[config.mk]
export PLATFORM = sky130hd
export DESIGN_NAME = cmul_seq_ctrl_flat
export DESIGN_NICKNAME = d
export VERILOG_FILES = /design/src/rtl/cmul_seq_ctrl_if.sv /design/src/rtl/cmul_seq_ctrl.sv /design/src/flat_wrapper.sv
export SDC_FILE = /design/constraint.sdc
export NUM_CORES = 1
export LEC_CHECK = 0
export ABC_CLOCK_PERIOD_IN_PS = 7710
export CAP_MARGIN = 10
export CORE_UTILIZATION = 55
export CTS_CLUSTER_DIAMETER = 40
export DETAILED_ROUTE_END_ITERATION = 6
export DONT_BUFFER_PORTS = 1
export PLACE_DENSITY_LB_ADDON = 0.25
export SLEW_MARGIN = 25
export SYNTH_ARGS = -nofsm -noshare
export SYNTH_HDL_FRONTEND = slang
export SYNTH_SLANG_ARGS = --single-unit
export TNS_END_PERCENT = 50
[constraint.sdc]
create_clock -name clk -period 7.71 [get_ports clk]
set_input_delay 0.771 -clock clk [delete_from_list [all_inputs] [get_ports clk]]
set_output_delay 0.771 -clock clk [all_outputs]
set_load 0.01 [all_outputs]
[src/rtl/cmul_seq_ctrl_if.sv]
// Operand/result handshake bundle for the sequential complex multiplier.
// slave is the multiplier's view; master is the source/consumer side.
interface cmul_seq_ctrl_if;
   logic              in_valid;
   logic              in_ready;
   logic signed [3:0] a_r;
   logic signed [3:0] a_i;
   logic signed [3:0] b_r;
   logic signed [3:0] b_i;
   logic              conj;
   logic              out_valid;
   logic              out_ready;
   logic signed [8:0] p_r;
   logic signed [8:0] p_i;

   modport slave (
      input  in_valid, a_r, a_i, b_r, b_i, conj, out_ready,
      output in_ready, out_valid, p_r, p_i
   );

   modport master (
      output in_valid, a_r, a_i, b_r, b_i, conj, out_ready,
      input  in_ready, out_valid, p_r, p_i
   );
endinterface

[src/rtl/cmul_seq_ctrl.sv]
// Signed 4-bit complex (conjugate) multiplier that reuses one 4x4 real
// multiplier over four cycles, with valid/ready handshakes on both sides.
module cmul_seq_ctrl (
   input  logic                clk,
   input  logic                rst,
   cmul_seq_ctrl_if.slave      bus,
   output logic                busy,
   output logic [7:0]          done_cnt
);

   typedef enum logic [2:0] {IDLE, M0, M1, M2, M3, DONE} state_t;

   state_t            state;
   state_t            next_state;

   logic signed [3:0] a_r_q;
   logic signed [3:0] a_i_q;
   logic signed [3:0] b_r_q;
   logic signed [3:0] b_i_q;
   logic              conj_q;

   logic signed [8:0] acc_r;
   logic signed [8:0] acc_i;

   logic signed [7:0] mul_x;
   logic signed [7:0] mul_y;
   logic signed [7:0] prod;
   logic signed [8:0] prod_ext;

   logic              accept;
   logic              xfer;

   always_ff @(posedge clk or posedge rst) begin
      if (rst) begin
         state <= IDLE;
      end else begin
         state <= next_state;
      end
   end

   always_comb begin
      next_state    = state;
      bus.in_ready  = 1'b0;
      bus.out_valid = 1'b0;
      busy          = 1'b1;
      case (state)
         IDLE: begin
            bus.in_ready = 1'b1;
            busy         = 1'b0;
            if (bus.in_valid) next_state = M0;
         end
         M0: next_state = M1;
         M1: next_state = M2;
         M2: next_state = M3;
         M3: next_state = DONE;
         DONE: begin
            bus.out_valid = 1'b1;
            if (bus.out_ready) next_state = IDLE;
         end
         default: next_state = IDLE;
      endcase
   end

   assign accept = (state == IDLE) && bus.in_valid;
   assign xfer   = (state == DONE) && bus.out_ready;

   // Operand mux widens to 8 bits so the 8x8 product's low byte is the exact signed 4x4 product.
   always_comb begin
      mul_x = '0;
      mul_y = '0;
      case (state)
         M0: begin
            mul_x = {{4{a_r_q[3]}}, a_r_q};
            mul_y = {{4{b_r_q[3]}}, b_r_q};
         end
         M1: begin
            mul_x = {{4{a_i_q[3]}}, a_i_q};
            mul_y = {{4{b_i_q[3]}}, b_i_q};
         end
         M2: begin
            mul_x = {{4{a_r_q[3]}}, a_r_q};
            mul_y = {{4{b_i_q[3]}}, b_i_q};
         end
         M3: begin
            mul_x = {{4{a_i_q[3]}}, a_i_q};
            mul_y = {{4{b_r_q[3]}}, b_r_q};
         end
         default: ;
      endcase
   end

   assign prod     = mul_x * mul_y;
   assign prod_ext = {prod[7], prod};

   always_ff @(posedge clk or posedge rst) begin
      if (rst) begin
         a_r_q    <= '0;
         a_i_q    <= '0;
         b_r_q    <= '0;
         b_i_q    <= '0;
         conj_q   <= 1'b0;
         acc_r    <= '0;
         acc_i    <= '0;
         done_cnt <= '0;
      end else begin
         if (accept) begin
            a_r_q  <= bus.a_r;
            a_i_q  <= bus.a_i;
            b_r_q  <= bus.b_r;
            b_i_q  <= bus.b_i;
            conj_q <= bus.conj;
         end
         case (state)
            M0: acc_r <= prod_ext;
            M1: acc_r <= conj_q ? acc_r + prod_ext : acc_r - prod_ext;
            M2: acc_i <= conj_q ? -prod_ext : prod_ext;
            M3: acc_i <= acc_i + prod_ext;
            default: ;
         endcase
         if (xfer) done_cnt <= done_cnt + 8'd1;
      end
   end

   assign bus.p_r = acc_r;
   assign bus.p_i = acc_i;

endmodule

[src/flat_wrapper.sv]
// flat-port wrapper written by rule: the top's interface ports become plain ports
module cmul_seq_ctrl_flat 
  (clk, rst, busy, done_cnt, bus_in_valid, bus_a_r, bus_a_i, bus_b_r, bus_b_i, bus_conj, bus_out_ready, bus_in_ready, bus_out_valid, bus_p_r, bus_p_i);
  cmul_seq_ctrl_if bus_i ();
  input  logic clk;
  input  logic rst;
  output logic busy;
  output logic [7:0] done_cnt;
  input wire logic [$bits(bus_i.in_valid)-1:0] bus_in_valid;
  input wire logic [$bits(bus_i.a_r)-1:0] bus_a_r;
  input wire logic [$bits(bus_i.a_i)-1:0] bus_a_i;
  input wire logic [$bits(bus_i.b_r)-1:0] bus_b_r;
  input wire logic [$bits(bus_i.b_i)-1:0] bus_b_i;
  input wire logic [$bits(bus_i.conj)-1:0] bus_conj;
  input wire logic [$bits(bus_i.out_ready)-1:0] bus_out_ready;
  output wire logic [$bits(bus_i.in_ready)-1:0] bus_in_ready;
  output wire logic [$bits(bus_i.out_valid)-1:0] bus_out_valid;
  output wire logic [$bits(bus_i.p_r)-1:0] bus_p_r;
  output wire logic [$bits(bus_i.p_i)-1:0] bus_p_i;
  assign bus_i.in_valid = bus_in_valid;
  assign bus_i.a_r = bus_a_r;
  assign bus_i.a_i = bus_a_i;
  assign bus_i.b_r = bus_b_r;
  assign bus_i.b_i = bus_b_i;
  assign bus_i.conj = bus_conj;
  assign bus_i.out_ready = bus_out_ready;
  assign bus_in_ready = bus_i.in_ready;
  assign bus_out_valid = bus_i.out_valid;
  assign bus_p_r = bus_i.p_r;
  assign bus_p_i = bus_i.p_i;
  cmul_seq_ctrl u_core (.clk(clk), .rst(rst), .bus(bus_i), .busy(busy), .done_cnt(done_cnt));
endmodule
# Yosys cells after proc, flatten, opt, wreduce, memory -nomap -nowiden

Cells that the tools add are included.

Add/sub/neg operators: 5
Multiply operators: 1
Equal/unequal tests: 7
Multiplexer cells: 12
Reduce and logical (&&, ||, !) cells: 10

Operators with widths:

| cell                                                | number |
|---|---|
| case mux 9 bit (2 select lines)                     | 2 |
| case mux 8 bit (2 select lines)                     | 2 |
| adder 9 x 8 -> 9 bit                                | 2 |
| 2-to-1 mux 9 bit                                    | 2 |
| case mux 3 bit (6 select lines)                     | 1 |
| negation 8 -> 9 bit                                 | 1 |
| subtractor 9 x 8 -> 9 bit                           | 1 |
| adder 8 x 1 -> 8 bit, second input constant         | 1 |
| multiplier 8 x 8 -> 8 bit                           | 1 |
| OR reduction 2 bit                                  | 4 |
| equality test 3 x 2 -> 1 bit, second input constant | 2 |
| equality test 3 bit, second input constant          | 2 |
| 2-to-1 mux 3 bit                                    | 2 |
| inequality test 2 bit, second input constant        | 2 |
| nonzero test 2 bit                                  | 2 |
| equality test 3 x 1 -> 1 bit, second input constant | 1 |
| logical NOT 3 bit                                   | 1 |
| 2-to-1 mux 1 bit                                    | 3 |
| logical AND 1 bit                                   | 2 |
| AND reduction 2 bit                                 | 1 |

Register bits: 46
Word-level logic and storage cells: 44

# Longest topological paths before layout

Depth after elaboration: 7
Gate-level depth with buffers: 26

# Worst setup path before layout

Ideal clock, no wire load.

Path kind: register -> register
Start point: reg u_core.state[1]
End point: reg u_core.acc_r[8] (netlist: u_core.bus.p_r[8])
Setup time: 0.119 ns
Data arrival time: 5.608 ns
Data required time: 7.591 ns
Path slack: 1.983 ns
Cell stages (with the launch flop): 24
Path buffers: 2
Clock period less this slack: 5.727 ns
Cell sequence: dfrtp_1 buf_6 nor3b_4 clkbuf_1 and2_1 nor2_1 nor2_1 ha_1 inv_1 fa_1 fa_1 fa_1 inv_1 ha_1 a21oi_1 xnor3_2 xnor2_4 xor2_1 ha_1 a21oi_1 o21ai_0 xnor2_1 o21ai_0 a21bo_1

Longest elaborated chain between the ends: 7
Elaborated cells between the ends (all ways): 16
Classes of those cells: add/sub (2); mul (1); eq/ne (4); mux (4); reduce/logical (5)

Ends and longest elaborated chain:

| element                                                           | RTL line                                  | source |
|---|---|---|
| start, declared                                                   | cmul_seq_ctrl.sv:13                       | `state_t state;` |
| start signal, assigned                                            | cmul_seq_ctrl.sv:37                       | `state <= next_state;` |
| equality test 3 x 2 -> 1 bit, or another cell as far along        | cmul_seq_ctrl.sv:71, cmul_seq_ctrl.sv:113 |  |
| OR reduction 2 bit (no source line)                               | -                                         |  |
| case mux 8 bit (2 select lines)                                   | cmul_seq_ctrl.sv:71                       | `case (state)` |
| multiplier 8 x 8 -> 8 bit                                         | cmul_seq_ctrl.sv:92                       | `assign prod = mul_x * mul_y;` |
| subtractor 9 x 8 -> 9 bit or adder 9 x 8 -> 9 bit (tied branches) | cmul_seq_ctrl.sv:115                      | `M1: acc_r <= conj_q ? acc_r + prod_ext : acc_r - prod_ext;` |
| 2-to-1 mux 9 bit                                                  | cmul_seq_ctrl.sv:115                      |  |
| case mux 9 bit (2 select lines)                                   | cmul_seq_ctrl.sv:113                      | `case (state)` |
| end signal, assigned                                              | cmul_seq_ctrl.sv:114                      | `M0: acc_r <= prod_ext;` |
| end signal, assigned                                              | cmul_seq_ctrl.sv:115                      |  |
| end, declared                                                     | cmul_seq_ctrl.sv:22                       | `logic signed [8:0] acc_r;` |

Several ways; a longest one is shown, not always the timed one.
A chain may end at the register's enable or synchronous reset.

# Final worst setup path

Start point: reg u_core.state[0]
End point: reg u_core.acc_r[8] (netlist: u_core.bus.p_r[8])

Same word-level chain as after synthesis.

==> impl_metrics.toml <==
[synthesis]
synth_top_cell_by_area = "dfrtp_1"
synth_top_flop_cell = "dfrtp_1"
synth_top_area_share_pct = 29.8
netlist_instances = 400
async_flop_share_pct = 100
yosysSeqAreaShare_pct = 29.8
synth_area_leaders = "dfrtp_1 (30%), ha_1 (11%), fa_1 (7.3%), xnor2_1 (5.9%), mux2_2 (5.5%)"
ys_types = 53
ys_ff_latch = 46
ys_warn_count = 0
syn_area_um2 = 3860
syn-num-nets = 470
avgSynthCellArea_um2 = 9.66
synth_edf_count = 0

[setup_path]
critPathKind = "reg2reg"
rr_worst_depth = 24
path_cells = "nor3b_4 -> buf_4 -> and2_1 -> nor2_1 -> or2_2 -> fa_1 -> inv_1 -> fa_1 -> ha_1 -> inv_1 -> fa_1 -> inv_1 -> ha_1 -> a21o_1 -> a21oi_1 -> xnor3_2 -> xnor2_4 -> xor2_1 -> ha_1 -> a21oi_1 -> o21ai_0 -> xnor2_1 -> o21ai_0 -> a21bo_1"
cpPeakStageDelay_ns = 0.71
reg2reg_to = "u_core.bus.p_r[8]"
start_kind = "flop"
cp_max_fo = 25
cp_slowest_cell = "dfrtp_1"
reg2reg_from = "u_core.state[0]"
rrSetupSlack_ns = 1.14
crit_arrival_ns = 6.79
cp-end-kind = "flop"
required_ns = 7.92

[placement]
dp.cells = 485
dp_hpwl_mm = 6.14
place_area_um2 = 3940
gp_congestion = 0.797
port-buffer-count = 0

[final_layout]
fillerInstances = 610
final_cells = 493
areaGrowthSynthToFinish_pct = 4.44
nNetsFinal = 466
layout_common_cells = "dfrtp_1 (46), inv_1 (36), ha_1 (35), nand2_1 (33), nor2_1 (33)"
fin_area_um2 = 4040
antenna_cells = 0
final_common_cell = "dfrtp_1"
drive_above_1_share_pct = 11.8

[job]
drv_cap = 0

[route]
drtPass1Iterations = 5
drt_iter0_markers = 173
drtAntennaViolNets = 0
drt-total-wl_mm = 7.80
vias = 2754
route.detailed.drc = 0
drt-wirelength-per-cell_um = 15.8
drt-vias-per-instance = 5.59

[clocking]
clk_latency_ns = 0.31
cts.clk_slew.worst_paths_ns = 0.10
clock_path_buffers = 2
ctsRootBufferMaster = "clkbuf_8"
cts_tree = "built"
numCtsBuffers = 5
ctsResizeCount = 0
clock-sinks = 46
postCtsSetupBuffers = 0
h-tree-depth = 2
postCtsHoldBufs = 0

[floorplanning]
start_util_pct = 56.9
dieArea_um2 = 7360
ios = 50
die_w_um = 85.8
num_rows = 30
chipHeight_um = 85.8
fp.coreArea_um2 = 6790

[global_route]
grt_usage_pct = 23.2
grt_pass1_wl_mm = 13.4
grt_antenna_before_repair = 0
grt_max_degree = 47
grt_overflow = 0
grt_pass1_vias = 2804

[sta]
setup_viol_count_final = 0
finalCriticalPeriod_ns = 6.57
fmax_mhz = 152
period_share_pct = 85.3
rsz0062_at_grt = "false"
worst_pin_slew_ns = 0.870
hold_viol = 0
setup_tns_ns = 0
slew_headroom_pct = 42.0
clock_skew_ns = 0.00431
slew_violations = 0

[run_status]
status = "finished, final reports clean"

[worst_hold_path]
hp-class = "in2async"
-- sequential cells by signal, summed over array words and instances (netlist names) --
name             cells
u_core.a_r_q         4
u_core.bus.p_r       9
u_core.conj_q        1
u_core.state         3
u_core.done_cnt      8
u_core.b_r_q         4
u_core.b_i_q         4
u_core.a_i_q         4
u_core.bus.p_i       9
-- through the flow --
stage	hold slack [ns]	utilization (%)	setup slack, ns
after floorplan	0.473	-	1.98
after global placement	0.488	58.0	1.39
after detailed placement	0.494	58.0	1.13
after CTS	0.518	59.4	1.13
after global routing	0.510	59.4	0.768
final	0.460	59.4	1.14
-- layer usage --
| metal | GRT usage (%) | wire, um |
|---|---|---|
| met2 | 37.6 | 3760 |
| met5 | 0 | 0 |
| met1 | 31.7 | 3540 |
| met3 | 5.10 | 383 |
| met4 | 6.21 | 113 |
-- layout make-up --
type	instances	area [um^2]	share of cell area (%)
multi-input combinational	302	2500	62.0
sequential	46	1150	28.5
inverter	38	144	3.57
tap	96	120	2.98
clock buffer	5	68.8	1.71
clock inverter	3	26.3	0.651
timing repair buffer	3	22.5	0.558
-- cell usage after synthesis (all sizes together), types with 2 or more instances --
library cell / instances
dfrtp: 46
inv: 38
ha: 35
nor2: 34
nand2: 33
xnor2: 27
a21oi: 22
mux2: 19
xor2: 16
fa: 14
o21ai: 14
clkbuf: 11
and2: 8
nor2b: 7
o21bai: 7
a21o: 6
a221oi: 5
a22oi: 5
nand3: 5
o211ai: 5
nor3: 4
or3: 4
buf: 3
nand3b: 3
nor4bb: 3
or2: 3
a221o: 2
and3: 2
mux2i: 2
nand2b: 2
nor3b: 2
nor4b: 2
-- worst max path at each step --
stage | startpoint | slack (ns) | end | depth (start not counted)
3_3_place_gp | u_core.state[0] | 1.39 | u_core.bus.p_r[8] | 22
5_1_grt | u_core.state[0] | 0.77 | u_core.bus.p_r[8] | 22
4_1_cts | u_core.state[0] | 1.13 | u_core.bus.p_r[8] | 24
2_1_floorplan | u_core.state[1] | 1.98 | u_core.bus.p_r[8] | 23
3_5_place_dp | u_core.state[0] | 1.13 | u_core.bus.p_r[8] | 24
6_report | u_core.state[0] | 1.14 | u_core.bus.p_r[8] | 24
-- worst max-delay path, delay by kind of cell, from the launching register on --
kind	cells	cell delay [ns]
adders and majority gates	6	2.20
and+or+nand+nor	4	1.11
xor gates and xnor gates	4	1.05
AOI/OAI and AO/OA	6	0.91
DFF	1	0.71
buffers and inverters	4	0.46
-- logic make-up (layout without fill, tap and decap cells) --
logic type | count (synthesis) | count (layout) | synth area share, %
simple gates | 116 | 116 | 15.2
flops | 46 | 46 | 29.8
mux | 21 | 21 | 6.38
xor+xnor | 44 | 44 | 10.8
buf+inv | 52 | 49 | 5.44
compound gates | 72 | 72 | 13.7
fa+ha+maj | 49 | 49 | 18.6
Power is left out: the tool's default activity adds up to more than one toggle a clock period on the data nets, which glitch-free logic cannot reach.
==> patch 1: new RTL, same settings <==
The 6 states of `state_t` get a Gray code encoding in 3 bits.
--- a/src/rtl/cmul_seq_ctrl.sv
+++ b/src/rtl/cmul_seq_ctrl.sv
@@ -9,5 +9,5 @@
 );
 
-   typedef enum logic [2:0] {IDLE, M0, M1, M2, M3, DONE} state_t;
+   typedef enum logic [2:0] {IDLE = 3'b000, M0 = 3'b001, M1 = 3'b011, M2 = 3'b010, M3 = 3'b110, DONE = 3'b111} state_t;
 
    state_t            state;
Check against the original RTL: no difference found for any inputs over 4 cycles, from zero or initial values and one cycle with rst high; so few cycles prove little.
==> patch 1 against the unedited design <==
- area after synthesis shrank 1.5%
- cell area shrank 1.8%
- synthesized cell count grew 2.0%
- critical endpoint unchanged
- sequential share of layout area grew 0.51 points
- critical path depth shrank 2
- wire length shrank 2.3%
- setup slack lost 0.011 ns
- sequential cell count is the same
- critical path type unchanged
Power is not shown: default switching activity piles up to over one toggle a cycle in this logic, so the estimate is an artifact.
==> patch 1: results (changes against the unedited design) <==
Mux cell area share after synthesis - 6.38% (about the same)
Reg2reg path depth - 22 (-8.3%)
Status - finished, final reports clean
Final setup skew - 0.00800 ns (+0.00368 ns)
CTS max path bufs - 2 (unchanged)
Synth unique cells - 41 (-23%)
Syn_nets - 478 (+1.7%)
GRT Resource Usage Total - 22.5% (-0.68 points)
Cell count after synthesis - 408 (+2.0%)
DR WL/cell - 15.9 um (+0.31%)
Top post-synthesis cells by area - dfrtp_1, ha_1, fa_1, xnor2_1, mux2_2
Compound-Gate Fraction of Synth Area - 13.5% (-0.25 points)
Dpl cells - 472 (-2.7%)
GPL Wtd Cong - 0.865 (+8.5%)
Post-DP HPWL - 5930 um (-3.4%)
Max_slew headroom - 46.5% (+4.5 points)
Vias - 2722 (-1.2%)
Sequential element share of the synthesized area - 30.3% (+0.46 points)
Most frequent cells after synthesis - dfrtp_1, inv_1, ha_1, nor2_1, nand2_1
Post-synthesis xor/xnor area fraction - 11.4% (+0.60 points)
DR vias/cell - 5.67 (+1.5%)
Share of layout cells above drive strength 1 - 10.7% (-1.2 points)
First-pass GRT wire length - 12800 um (-4.4%)
Post-synthesis adder-cell area fraction - 18.9% (+0.29 points)
DR pass1 iterations - 4 (-1)
patch 1: worst max-delay path: stages, from the launching register on:
cell       delay, ns
dfrtp_1         0.71
xor2_1          0.42
a22oi_1         0.12
a2bb2oi_1       0.19
or2_2           0.39
fa_1            0.43
fa_1            0.52
fa_1            0.44
fa_1            0.55
inv_1           0.05
ha_1            0.31
a21oi_1         0.17
xor2_1          0.19
xnor2_1         0.19
xnor2_2         0.14
xnor2_2         0.45
xnor2_1         0.15
ha_1            0.35
nand2_1         0.07
o21ai_0         0.19
xor2_1          0.20
xnor2_1         0.10
o32ai_2         0.19
patch 1: routing by layer:
layer | vias up | routed length [um] | global-route usage (%)
li1 | 1361 | - | -
met1 | 1294 | 3560 | 31.5
met2 | 61 | 3620 | 36.2
met3 | 6 | 368 | 4.96
met4 | 0 | 68 | 4.78
met5 | - | 0 | 0
patch 1: cell type report:
class	instances	area [um^2]
clock inverters	3	45.0
multi-input cells	307	2440
inverters	40	151
well taps	77	96.3
flip-flops and latches	46	1150
repair buffers	2	15.0
clock buffers	5	68.8
fillers	567	2530
patch 1: per-stage QoR:
stage	setup WS (ns)	cell area, um^2	hold WS, ns	utilization [%]
2_1_floorplan	1.76	3800	0.473	-
3_3_place_gp	1.35	3850	0.487	59.3
3_5_place_dp	1.17	3850	0.497	59.3
4_1_cts	1.13	3960	0.518	61.0
5_1_grt	0.693	3960	0.525	61.0
6_report	1.12	3960	0.461	61.0
patch 1: cells by family after synthesis:
family / after synthesis
fa+ha+maj: 49
simple gates: 109
buf+inv: 55
mux: 22
compound gates: 79
flops: 46
xor+xnor: 48
patch 1: how the worst max path moves through the flow:
stage | start | endpoint | slack, ns
2_1_floorplan | u_core.state[2] | u_core.bus.p_r[8] | 1.76
3_3_place_gp | register | u_core.bus.p_r[8] | 1.35
6_report | register | u_core.bus.p_r[8] | 1.12
3_5_place_dp | register | u_core.bus.p_r[8] | 1.17
5_1_grt | register | u_core.bus.p_r[8] | 0.69
4_1_cts | register | u_core.bus.p_r[8] | 1.13
==> patch 2: new RTL, same settings <==
Made on the original files. Put one more register stage on the output `done_cnt`, cleared by the reset. The value now appears one clock later. The other outputs are not delayed to match.
--- a/src/rtl/cmul_seq_ctrl.sv
+++ b/src/rtl/cmul_seq_ctrl.sv
@@ -10,4 +10,6 @@
 
    typedef enum logic [2:0] {IDLE, M0, M1, M2, M3, DONE} state_t;
+
+   logic [7:0] done_cnt_s0;
 
    state_t            state;
@@ -102,5 +104,5 @@
          acc_r    <= '0;
          acc_i    <= '0;
-         done_cnt <= '0;
+         done_cnt_s0 <= '0;
       end else begin
          if (accept) begin
@@ -118,5 +120,5 @@
             default: ;
          endcase
-         if (xfer) done_cnt <= done_cnt + 8'd1;
+         if (xfer) done_cnt_s0 <= done_cnt_s0 + 8'd1;
       end
    end
@@ -125,4 +127,12 @@
    assign bus.p_i = acc_i;
 
+   always_ff @(posedge clk or posedge rst) begin
+      if (rst) begin
+         done_cnt <= '0;
+      end else begin
+         done_cnt <= done_cnt_s0;
+      end
+   end
+
 endmodule
 
Formal check against the unedited RTL: not equivalent (Yosys sat finds a counterexample within 10 cycles, from zero or initial values and one cycle with rst high).
==> patch 2 against the unedited design <==
- sequential cell count is 8 higher
- highest routed layer unchanged
- largest cell class unchanged
- area after synthesis grew 3.8%
- synthesized cell count down 1.0%
- sequential share of layout area rose by 3.8 points
- cell area rose by 3.7%
- setup slack better by 0.10 ns
- global-route usage fell by 0.22 points
- critical endpoint unchanged
- wire length up 1.8%
Power is left out: the tool's default activity adds up to more than one toggle a clock period on the data nets, which glitch-free logic cannot reach.
==> patch 2: results (changes against the unedited design) <==
Clock buffers created by TritonCTS - 5 (unchanged)
Syn_nets - 466 (-0.85%)
Most frequent cells after synthesis - dfrtp_1, inv_1, ha_1, xnor2_1, nor2_1
# nets final - 462 (-0.86%)
GRT Resource Usage Total - 23.0% (-0.22 points)
Dpl cells - 481 (-0.82%)
Share of layout cells above drive strength 1 - 13.7% (+1.9 points)
DR pass1 iterations - 4 (-1)
Status - finished, final reports clean
GPL Wtd Cong - 0.884 (+11%)
Largest net degree at the start of global routing - 55 (+17%)
WP data arrival - 6.71 ns (-0.08 ns)
Warnings, synthesis - 0 (unchanged)
Cell count after synthesis - 396 (-1.0%)
DR WL/cell - 16.2 um (+2.7%)
Worst Max-Slew Pin Slew - 0.755 ns (-0.114 ns)
1st-iter DRT viols - 175 (+1.2%)
Final WL - 7940 um (+1.8%)
Post-DP HPWL - 6150 um (about the same)
Final setup skew - 0.00502 ns (+0.000710 ns)
Number of global-route vias before repair - 2732 (-2.6%)
Placed Instance Area - 4090 um^2 (+3.7%)
IO buf count - 0 (unchanged)
Synth unique cells - 54 (+1.9%)
Flops & latches, synth - 54 (+17%)
First-pass GRT wire length - 13500 um (+0.61%)
CP max stage delay - 0.73 ns (+0.02 ns)
Ant. Diodes - 0 (unchanged)
Worst Path Max Fanout - 16 (-36%)
Worst hold path class - register to register
Sequential element share of the synthesized area - 33.7% (+3.9 points)
DR vias/cell - 5.58 (-0.13%)
Post-CTS Setup Inserts - 0 (unchanged)
Top post-synthesis cells by area - dfrtp_1, ha_1, fa_1, xnor2_1, mux2_2
[patch 2: cell types whose count changed after synthesis, moves of 4 or more]
| cell | before | now |
|---|---|---|
| xor2_1 | 16 | 11 |
| nor2_1 | 33 | 27 |
| a2bb2oi_2 | 0 | 4 |
| nand2_1 | 33 | 24 |
| inv_1 | 37 | 45 |
| xnor2_1 | 26 | 30 |
| dfrtp_1 | 46 | 54 |
| and2_1 | 7 | 3 |
| clkbuf_1 | 11 | 7 |
[patch 2: kinds of logic (layout without fill, tap and decap cells)]
family | Yosys count | count (layout) | synth area share [%]
compound gates | 80 | 80 | 14.4
xor+xnor | 44 | 44 | 10.6
fa+ha+maj | 49 | 49 | 17.9
buf+inv | 58 | 55 | 5.83
flops | 54 | 54 | 33.7
mux | 22 | 22 | 6.43
simple gates | 89 | 89 | 11.1
[patch 2: path summary, 6_finish.rpt]
path | startpoint | to | slack [ns] | cells after the start
worst max-delay path | u_core.state[2] | u_core.bus.p_r[8] | 1.24 | 20
worst min-delay path | u_core.done_cnt_s0[7] | u_core.done_cnt[7] | 0.42 | 0
worst max register to register | u_core.state[2] | u_core.bus.p_r[8] | 1.24 | 20
worst min register to register | u_core.done_cnt_s0[7] | u_core.done_cnt[7] | 0.42 | 0
max in group asynchronous | rst | u_core.bus.p_r[2] | 6.75 | 2
min in group asynchronous | rst | u_core.done_cnt[0] | 0.51 | 2
[patch 2: routing by layer]
layer,wire [um],up-vias,track usage [%]
met3,388,7,5.21
li1,-,1326,-
met1,3780,1347,33.0
met4,66,0,5.22
met5,0,-,0
met2,3700,48,35.6
[patch 2: through the flow]
step	setup slack (ns)	hold WS, ns	utilization (%)
floorplan	2.04	0.373	-
global placement	1.43	0.384	59.1
detailed placement	1.26	0.393	59.2
CTS	1.24	0.420	60.6
global route	0.812	0.422	60.6
finish	1.24	0.415	60.6
[patch 2: final cells by class]
class / instances / area [um^2]
Inverter: 46 / 178
Tap cell: 96 / 120
Fill cell: 588 / 2720
Multi-Input combinational cell: 284 / 2430
Clock inverter: 3 / 28.8
Clock buffer: 5 / 68.8
Sequential cell: 54 / 1350
Timing Repair Buffer: 1 / 7.51
